[config.mk]
export PLATFORM = sky130hd
export DESIGN_NAME = branch_prediction_unit_flat
export DESIGN_NICKNAME = d
export VERILOG_FILES = /design/src/rtl/branch_prediction_unit_pkg.sv /design/src/rtl/branch_prediction_unit_if.sv /design/src/rtl/branch_prediction_unit_ras.sv /design/src/rtl/branch_prediction_unit.sv /design/src/flat_wrapper.sv
export SDC_FILE = /design/constraint.sdc
export NUM_CORES = 2
export LEC_CHECK = 0
export ABC_AREA = 1
export BUFFER_PORTS_ARGS = -buffer_cell sky130_fd_sc_hd__buf_4
export CORE_UTILIZATION = 60
export CTS_BUF_LIST = sky130_fd_sc_hd__clkbuf_2
export DETAILED_ROUTE_END_ITERATION = 7
export HOLD_SLACK_MARGIN = 0.05
export PLACE_DENSITY_LB_ADDON = 0.25
export RECOVER_POWER = 100
export SYNTH_ARGS = -nofsm -noshare
export SYNTH_HDL_FRONTEND = slang
export SYNTH_HIERARCHICAL = 1
export SYNTH_SLANG_ARGS = --single-unit
[constraint.sdc]
create_clock -name clk -period 5.8 [get_ports clk]
set_input_delay 0.29 -clock clk [delete_from_list [all_inputs] [get_ports clk]]
set_output_delay 0.29 -clock clk [all_outputs]
set_load 0.02 [all_outputs]
[src/rtl/branch_prediction_unit_pkg.sv]
`default_nettype none
// ============================================================================
// Module      : bp_pkg
// Description : Shared types and counter constants for the branch predictor.
// Revision    : 1.0 - initial release
// ============================================================================
package bp_pkg;

    typedef enum logic [1:0] {
        BP_BR   = 2'd0,
        BP_JAL  = 2'd1,
        BP_JALR = 2'd2,
        BP_RET  = 2'd3
    } bp_type_e;

    localparam logic [1:0] PHT_RESET = 2'b01;
    localparam logic [1:0] PHT_MAX   = 2'b11;
    localparam logic [1:0] PHT_MIN   = 2'b00;

    // Tag and target widths depend on instance parameters, so they live in
    // separate arrays next to this per-entry control word.
    typedef struct packed {
        logic     valid;
        bp_type_e btype;
    } btb_entry_t;

    function automatic logic [1:0] pht_next(input logic [1:0] cnt, input logic taken);
        if (taken)
            return (cnt == PHT_MAX) ? cnt : cnt + 2'd1;
        else
            return (cnt == PHT_MIN) ? cnt : cnt - 2'd1;
    endfunction

endpackage
`default_nettype wire

[src/rtl/branch_prediction_unit_if.sv]
`default_nettype none
// ============================================================================
// Module      : branch_prediction_unit_if
// Description : Fetch-lookup and EX-update bundle between pipeline and predictor.
// Revision    : 1.0 - initial release
// ============================================================================
interface branch_prediction_unit_if
    import bp_pkg::*;
#(
    parameter int XLEN  = 32,
    parameter int GHR_W = 4
);
    logic [XLEN-1:0]  if_pc_i;
    logic             if_hit_o;
    logic             if_taken_o;
    logic [XLEN-1:0]  if_target_o;
    logic [GHR_W-1:0] if_ghr_o;
    logic             ex_valid_i;
    logic [XLEN-1:0]  ex_pc_i;
    bp_type_e         ex_type_i;
    logic             ex_is_call_i;
    logic             ex_taken_i;
    logic [XLEN-1:0]  ex_target_i;
    logic [GHR_W-1:0] ex_ghr_i;
    logic             flush_i;

    modport master (
        output if_pc_i, ex_valid_i, ex_pc_i, ex_type_i, ex_is_call_i,
               ex_taken_i, ex_target_i, ex_ghr_i, flush_i,
        input  if_hit_o, if_taken_o, if_target_o, if_ghr_o
    );

    modport slave (
        input  if_pc_i, ex_valid_i, ex_pc_i, ex_type_i, ex_is_call_i,
               ex_taken_i, ex_target_i, ex_ghr_i, flush_i,
        output if_hit_o, if_taken_o, if_target_o, if_ghr_o
    );
endinterface
`default_nettype wire

[src/rtl/branch_prediction_unit_ras.sv]
`default_nettype none
// ============================================================================
// Module      : bp_ras
// Description : Circular return-address stack; pop-then-push on the same op.
// Revision    : 1.0 - initial release
// ============================================================================
module bp_ras #(
    parameter int XLEN      = 32,
    parameter int RAS_DEPTH = 4
) (
    input  wire logic            clk,
    input  wire logic            rst,
    input  wire logic            i_push,
    input  wire logic            i_pop,
    input  wire logic            i_flush,
    input  wire logic [XLEN-1:0] i_data,
    output logic      [XLEN-1:0] o_top,
    output logic                 o_empty
);
    localparam int PTR_W = $clog2(RAS_DEPTH);
    localparam int CNT_W = PTR_W + 1;

    logic [XLEN-1:0]  r_stack [RAS_DEPTH];
    logic [PTR_W-1:0] r_ptr;
    logic [CNT_W-1:0] r_cnt;

    logic             w_pop_ok;
    logic [PTR_W-1:0] w_ptr_pop;
    logic [PTR_W-1:0] w_ptr_push;
    logic [CNT_W-1:0] w_cnt_pop;

    assign w_pop_ok   = i_pop && (r_cnt != '0);
    assign w_ptr_pop  = r_ptr - PTR_W'(w_pop_ok);
    assign w_cnt_pop  = r_cnt - CNT_W'(w_pop_ok);
    assign w_ptr_push = w_ptr_pop + PTR_W'(1);

    // A push into a full stack wraps onto the oldest slot; count saturates.
    always_ff @(posedge clk or negedge rst) begin
        if (!rst) begin
            r_ptr <= '0;
            r_cnt <= '0;
            for (int i = 0; i < RAS_DEPTH; i++) r_stack[i] <= '0;
        end else if (i_flush) begin
            r_ptr <= '0;
            r_cnt <= '0;
        end else if (i_push) begin
            r_stack[w_ptr_push] <= i_data;
            r_ptr               <= w_ptr_push;
            r_cnt               <= (w_cnt_pop == CNT_W'(RAS_DEPTH)) ? w_cnt_pop
                                                                     : w_cnt_pop + CNT_W'(1);
        end else begin
            r_ptr <= w_ptr_pop;
            r_cnt <= w_cnt_pop;
        end
    end

    assign o_top   = r_stack[r_ptr];
    assign o_empty = (r_cnt == '0);

endmodule
`default_nettype wire

[src/rtl/branch_prediction_unit.sv]
`default_nettype none
// ============================================================================
// Module      : branch_prediction_unit
// Description : Typed BTB + gshare PHT + RAS front-end predictor, EX-updated.
// Revision    : 1.0 - initial release
// ============================================================================
module branch_prediction_unit
    import bp_pkg::*;
#(
    parameter int XLEN        = 32,
    parameter int BTB_ENTRIES = 16,
    parameter int GHR_W       = 4,
    parameter int RAS_DEPTH   = 4
) (
    input wire logic               clk,
    input wire logic               rst,
    branch_prediction_unit_if.slave bus
);
    localparam int IDX_W = $clog2(BTB_ENTRIES);
    localparam int TAG_W = XLEN - IDX_W - 2;
    localparam int PHT_N = 1 << GHR_W;

    btb_entry_t       r_btb_meta [BTB_ENTRIES];
    logic [TAG_W-1:0] r_btb_tag  [BTB_ENTRIES];
    logic [XLEN-1:0]  r_btb_tgt  [BTB_ENTRIES];
    logic [1:0]       r_pht      [PHT_N];
    logic [GHR_W-1:0] r_ghr;

    logic [IDX_W-1:0] w_if_idx, w_ex_idx;
    logic [TAG_W-1:0] w_if_tag, w_ex_tag;
    logic [GHR_W-1:0] w_if_pht, w_ex_pht;
    btb_entry_t       w_if_ent;
    logic             w_hit;
    logic             w_btb_we;
    logic             w_pht_we;
    logic [XLEN-1:0]  w_ras_top;
    logic             w_ras_empty;
    logic             w_unused_pc;

    assign w_if_idx = bus.if_pc_i[IDX_W+1:2];
    assign w_if_tag = bus.if_pc_i[XLEN-1:IDX_W+2];
    assign w_if_pht = bus.if_pc_i[GHR_W+1:2] ^ r_ghr;
    assign w_ex_idx = bus.ex_pc_i[IDX_W+1:2];
    assign w_ex_tag = bus.ex_pc_i[XLEN-1:IDX_W+2];
    assign w_ex_pht = bus.ex_pc_i[GHR_W+1:2] ^ bus.ex_ghr_i;
    assign w_unused_pc = ^{bus.if_pc_i[1:0], bus.ex_pc_i[1:0]};

    assign w_if_ent = r_btb_meta[w_if_idx];
    assign w_hit    = w_if_ent.valid && (r_btb_tag[w_if_idx] == w_if_tag);

    assign bus.if_hit_o    = w_hit;
    assign bus.if_taken_o  = w_hit && ((w_if_ent.btype != BP_BR) || r_pht[w_if_pht][1]);
    assign bus.if_target_o = ((w_if_ent.btype == BP_RET) && !w_ras_empty) ? w_ras_top
                                                                          : r_btb_tgt[w_if_idx];
    assign bus.if_ghr_o    = r_ghr;

    // Branches only allocate when taken; a flush in the same cycle wins.
    assign w_btb_we = bus.ex_valid_i && !bus.flush_i
                      && ((bus.ex_type_i != BP_BR) || bus.ex_taken_i);
    assign w_pht_we = bus.ex_valid_i && (bus.ex_type_i == BP_BR);

    always_ff @(posedge clk or negedge rst) begin
        if (!rst) begin
            for (int i = 0; i < BTB_ENTRIES; i++) begin
                r_btb_meta[i] <= '{valid: 1'b0, btype: BP_BR};
                r_btb_tag[i]  <= '0;
                r_btb_tgt[i]  <= '0;
            end
        end else if (bus.flush_i) begin
            for (int i = 0; i < BTB_ENTRIES; i++) r_btb_meta[i].valid <= 1'b0;
        end else if (w_btb_we) begin
            r_btb_meta[w_ex_idx] <= '{valid: 1'b1, btype: bus.ex_type_i};
            r_btb_tag[w_ex_idx]  <= w_ex_tag;
            r_btb_tgt[w_ex_idx]  <= bus.ex_target_i;
        end
    end

    always_ff @(posedge clk or negedge rst) begin
        if (!rst) begin
            r_ghr <= '0;
            for (int i = 0; i < PHT_N; i++) r_pht[i] <= PHT_RESET;
        end else if (w_pht_we) begin
            r_pht[w_ex_pht] <= pht_next(r_pht[w_ex_pht], bus.ex_taken_i);
            r_ghr           <= {r_ghr[GHR_W-2:0], bus.ex_taken_i};
        end
    end

    bp_ras #(
        .XLEN      (XLEN),
        .RAS_DEPTH (RAS_DEPTH)
    ) u_ras (
        .clk     (clk),
        .rst     (rst),
        .i_push  (bus.ex_valid_i && bus.ex_is_call_i),
        .i_pop   (bus.ex_valid_i && (bus.ex_type_i == BP_RET)),
        .i_flush (bus.flush_i),
        .i_data  (bus.ex_pc_i + XLEN'(4)),
        .o_top   (w_ras_top),
        .o_empty (w_ras_empty)
    );

endmodule
`default_nettype wire

[src/flat_wrapper.sv]
// flat-port wrapper written by rule: the top's interface ports become plain ports
module branch_prediction_unit_flat import bp_pkg::*;
#(
    parameter int XLEN        = 32,
    parameter int BTB_ENTRIES = 16,
    parameter int GHR_W       = 4,
    parameter int RAS_DEPTH   = 4
)
  (clk, rst, bus_if_pc_i, bus_ex_valid_i, bus_ex_pc_i, bus_ex_type_i, bus_ex_is_call_i, bus_ex_taken_i, bus_ex_target_i, bus_ex_ghr_i, bus_flush_i, bus_if_hit_o, bus_if_taken_o, bus_if_target_o, bus_if_ghr_o);
  branch_prediction_unit_if #(.XLEN(XLEN), .GHR_W(GHR_W)) bus_i ();
  input wire logic clk;
  input wire logic rst;
  input wire logic [$bits(bus_i.if_pc_i)-1:0] bus_if_pc_i;
  input wire logic [$bits(bus_i.ex_valid_i)-1:0] bus_ex_valid_i;
  input wire logic [$bits(bus_i.ex_pc_i)-1:0] bus_ex_pc_i;
  input wire logic [$bits(bus_i.ex_type_i)-1:0] bus_ex_type_i;
  input wire logic [$bits(bus_i.ex_is_call_i)-1:0] bus_ex_is_call_i;
  input wire logic [$bits(bus_i.ex_taken_i)-1:0] bus_ex_taken_i;
  input wire logic [$bits(bus_i.ex_target_i)-1:0] bus_ex_target_i;
  input wire logic [$bits(bus_i.ex_ghr_i)-1:0] bus_ex_ghr_i;
  input wire logic [$bits(bus_i.flush_i)-1:0] bus_flush_i;
  output wire logic [$bits(bus_i.if_hit_o)-1:0] bus_if_hit_o;
  output wire logic [$bits(bus_i.if_taken_o)-1:0] bus_if_taken_o;
  output wire logic [$bits(bus_i.if_target_o)-1:0] bus_if_target_o;
  output wire logic [$bits(bus_i.if_ghr_o)-1:0] bus_if_ghr_o;
  assign bus_i.if_pc_i = bus_if_pc_i;
  assign bus_i.ex_valid_i = bus_ex_valid_i;
  assign bus_i.ex_pc_i = bus_ex_pc_i;
  assign bus_i.ex_type_i = bus_ex_type_i;
  assign bus_i.ex_is_call_i = bus_ex_is_call_i;
  assign bus_i.ex_taken_i = bus_ex_taken_i;
  assign bus_i.ex_target_i = bus_ex_target_i;
  assign bus_i.ex_ghr_i = bus_ex_ghr_i;
  assign bus_i.flush_i = bus_flush_i;
  assign bus_if_hit_o = bus_i.if_hit_o;
  assign bus_if_taken_o = bus_i.if_taken_o;
  assign bus_if_target_o = bus_i.if_target_o;
  assign bus_if_ghr_o = bus_i.if_ghr_o;
  branch_prediction_unit #(.XLEN(XLEN), .BTB_ENTRIES(BTB_ENTRIES), .GHR_W(GHR_W), .RAS_DEPTH(RAS_DEPTH)) u_core (.clk(clk), .rst(rst), .bus(bus_i));
endmodule
==> impl_metrics.yaml <==
worst_hold_path:
  timing.hold.worst.class: "input port to flip-flop"
floorplan:
  io-pin-count: 146
  die-area_sq_um: 90470
  dieWidth_um: 300.8
  floorplan.core_area_sq_um: 88370
  placement_rows: 109
  start_util: 0.6061
  die_y_um: 300.8
routing:
  finalWirelength_um: 160900
  tritonroute_pass_1_iters: 7
  route.vias.total: 48371
  first_iter_violations: 6290
  drtAntennaViolNets: 0
  vias_per_cell: 5.942
  wl_per_cell_um: 19.77
  route.detailed.drc: 0
placed_design:
  place_hpwl_um: 82690
  io_buffers: 143
  place_worst_setup_slack_ps: 1901
  gp_congestion: 0.8957
sta:
  fmax_ghz: 0.1799
  grt_setup_unrepaired: "false"
  fin_worst_skew_ps: 104.0
  slew_at_the_pin_closest_to_its_max_slew_limit_ps: 4324
  post-route-period-util: 0.9587
  finalHoldViolations: 0
  layout_setup_ws_ps: 239.8
  period_needed_ps: 5560
  report.final.slew_viol_count: 1801
  timing.slew.headroom: -1.882
  setup_violations: 0
  setup_tns_ps: 0
setup_path:
  cp_max_fo: 34
  cp.arrival_ps: 5270
  worst-path-buf-inv: 4
  reg2reg_setup_slack_ps: 890
  cpPeakStageDelay_ps: 1310
  worst_setup_path_category: "flip-flop to primary output"
  timing.critical_path.from_type: "flip-flop"
  path_common_cell: "clkbuf_1"
  worstSetupEndpointType: "primary output"
  crit_slowest_cell: "clkbuf_1"
  crit_path_cell_trace: "clkbuf_1 > inv_1 > clkbuf_2 > o21ai_0 > o22ai_1 > o21a_1 > clkbuf_1"
  critical_path_s_top_delay_family: "buffers and inverters"
  crit_required_ps: 5510
yosys:
  async_set_or_reset_flop_fraction_in_the_synthesized_netlist: 1.000
  synth_fp_nets: 6730
  mappedNetlistArea_sq_um: 53560
  synth-warning-count: 6
  avg_inst_size_synth_sq_um: 8.104
  netlist_instances: 6609
  count_of_different_cell_masters_after_synthesis: 43
  synth_sequential_area_ratio: 0.5353
  yosys_most_used_dff: "dfrtp_1"
  synth_enable_flop_cells: 0
  synth.ff_latch_count: 1145
power:
  fin_total_pwr_mw: 19.31
  clkPwrFrac: 0.282
  sequentialPowerShare: 0.536
  p_int_mw: 13.06
  p_sw_mw: 6.248
  leakagePower_nw: 28.56
  share_comb_of_total_power: 0.182
  power_switching_share: 0.3235
  power.density_cell_area_nw_per_um2: 329.7
  vdd_ir_drop_max_v: 0.0002331
finish:
  layout.cells.most_common: "nand2_1"
  flow.area_growth_from_synthesis_pct: 9.358
  layout-drive-gt1-share: 0.09218
  layout.cells.most_common_list: "1893 x nand2_1, 1441 x o21ai_0, 1128 x dfrtp_1"
  nNetsFinal: 6920
clock_network:
  cts_buffers: 307
  h_tree_lvls: 5
  cts_tree: "yes"
  ctsRootBufferMaster: "clkbuf_2"
  clock_latency_ps: 1550
  cts.repair.resized: 0
  clkSinkCount: 1145
  worst_setup_hold_path_clk_slew_ps: 110
  cts_buffer_depth: 4
outcome:
  failed_checks: "max-capacitance violations, max-slew violations"
  status: "finished with violations"
grt:
  first_global_vias: 46147
  overflow: 0
  grt_first_pass_wirelength_um: 252600
  grt_use_total: 0.3582
  grt_start_max_net_pins: 184
  antenna_found_initial: 4
flow_run:
  drv.max_cap_violation_count: 27
==> power by group through the flow <==
stage	clock, mW	sequential, mW	combinational (mW)
2_1_floorplan	0	10.3	2.49
5_1_grt	5.96	10.5	4.02
3_5_place_dp	0	10.4	3.45
3_3_place_gp	0	10.4	3.32
4_1_cts	5.55	10.3	3.57
6_report	5.45	10.3	3.51
==> cells in the mapped netlist (2+ instances only) <==
cell type  instances  area, sq um
dfstp_2           16        420.4
o211ai_1          59        442.9
nor2_2             2        12.51
nor2_1           446         1674
a21oi_1            8        40.04
inv_2             11        41.29
xor2_1            29        254.0
nor3_2             3        30.03
buf_2             51        255.2
clkbuf_1         402         1509
nand2_1         1886         7079
nand3b_1           6        45.04
nor4_1             3        18.77
ha_1              13        162.7
nand2_2            2        12.51
clkinv_1           2        7.510
nand4_1           23        143.9
buf_1             23        86.33
xnor2_1            6        52.55
nand2_4            6        67.56
o21ai_0         1247         6241
a22oi_1            4        30.03
nand3_1          361         1807
o221ai_1          93        814.5
buf_6             24        270.3
o21ai_1          204         1021
buf_4             30        225.2
nor3_1            11        55.05
inv_1            360         1351
o22ai_1           75        469.2
o21a_1            32        240.2
dfrtp_1         1129        28250
o21ai_2           30        262.8
nor2_4             3        33.78
==> metal layers <==
layer	up-vias	GRT usage	share of wire
li1	22198	-	-
met4	0	0.2134	0.054
met1	22946	0.4752	0.40
met3	497	0.06760	0.097
met5	-	0	0
met2	2730	0.5510	0.45
==> flip-flops by register name, indices dropped and copies added (netlist names) <==
register,flops
u_core/r_btb_tgt,512
u_core/r_btb_tag,416
u_core/u_ras/r_stack,128
u_core/r_btb_meta,48
u_core/r_pht,32
u_core/bus.if_ghr_o,4
u_core/u_ras/r_cnt,3
u_core/u_ras/r_ptr,2
==> per-stage QoR <==
stage	area, sq um	hold slack [ps]	utilization	instances
global route	58570	142.5	0.6627	8139
finish	58570	209.1	0.6628	8140
global placement	54480	358.2	0.6164	7449
floorplan	53560	-5.591	-	6609
CTS	59040	56.81	0.6681	8130
detailed placement	54480	359.4	0.6164	7449
==> tightest hold or removal path: stages <==
cell and delay, ps:
dlygate4sd3_1 530, buf_4 100, dlygate4sd3_1 560, inv_1 90
o21ai_0 160
==> cell families after synthesis <==
| kind of cell | after synthesis | synth area share |
|---|---|---|
| and+or+nand+nor | 2759 | 0.2068 |
| AOI/OAI and AO/OA | 1753 | 0.1789 |
| DFF | 1145 | 0.5353 |
| buffers and inverters | 903 | 0.06994 |
| xor gates and xnor gates | 36 | 0.006027 |
| adders and majority gates | 13 | 0.003037 |
==> repair_timing <==
action	4_1_cts	5_1_grt
buffers inserted	0	0
hold endpoints to repair	2290	0
hold buffers	206	0
==> area by class of cell <==
type | count | area, sq um
antenna | 10 | 25.02
clock buffer | 432 | 2162
clock inverter | 43 | 326.6
fill | 7591 | 29800
inverter | 373 | 1419
multi-input combinational | 4561 | 20940
sequential | 1145 | 28670
tap | 1165 | 1458
timing repair buffer | 411 | 3566
==> final timing paths <==
kind | startpoint | end | depth (start not counted)
max in group asynchronous | rst | u_core/r_btb_tag[4] | 5
worst max-delay path | u_core/u_ras/r_ptr[1] | bus_if_target_o[21] | 7
worst min-delay path | bus_ex_pc_i[0] | u_core/u_ras/r_stack[0] | 5
worst max register to register | u_core/u_ras/r_ptr[1] | u_core/u_ras/r_stack[30] | 6
worst min register to register | u_core/r_pht[2] | u_core/r_pht[2] | 2
min in group asynchronous | rst | u_core/r_btb_tag[149] | 5
Power figures use the tool's default switching activity.
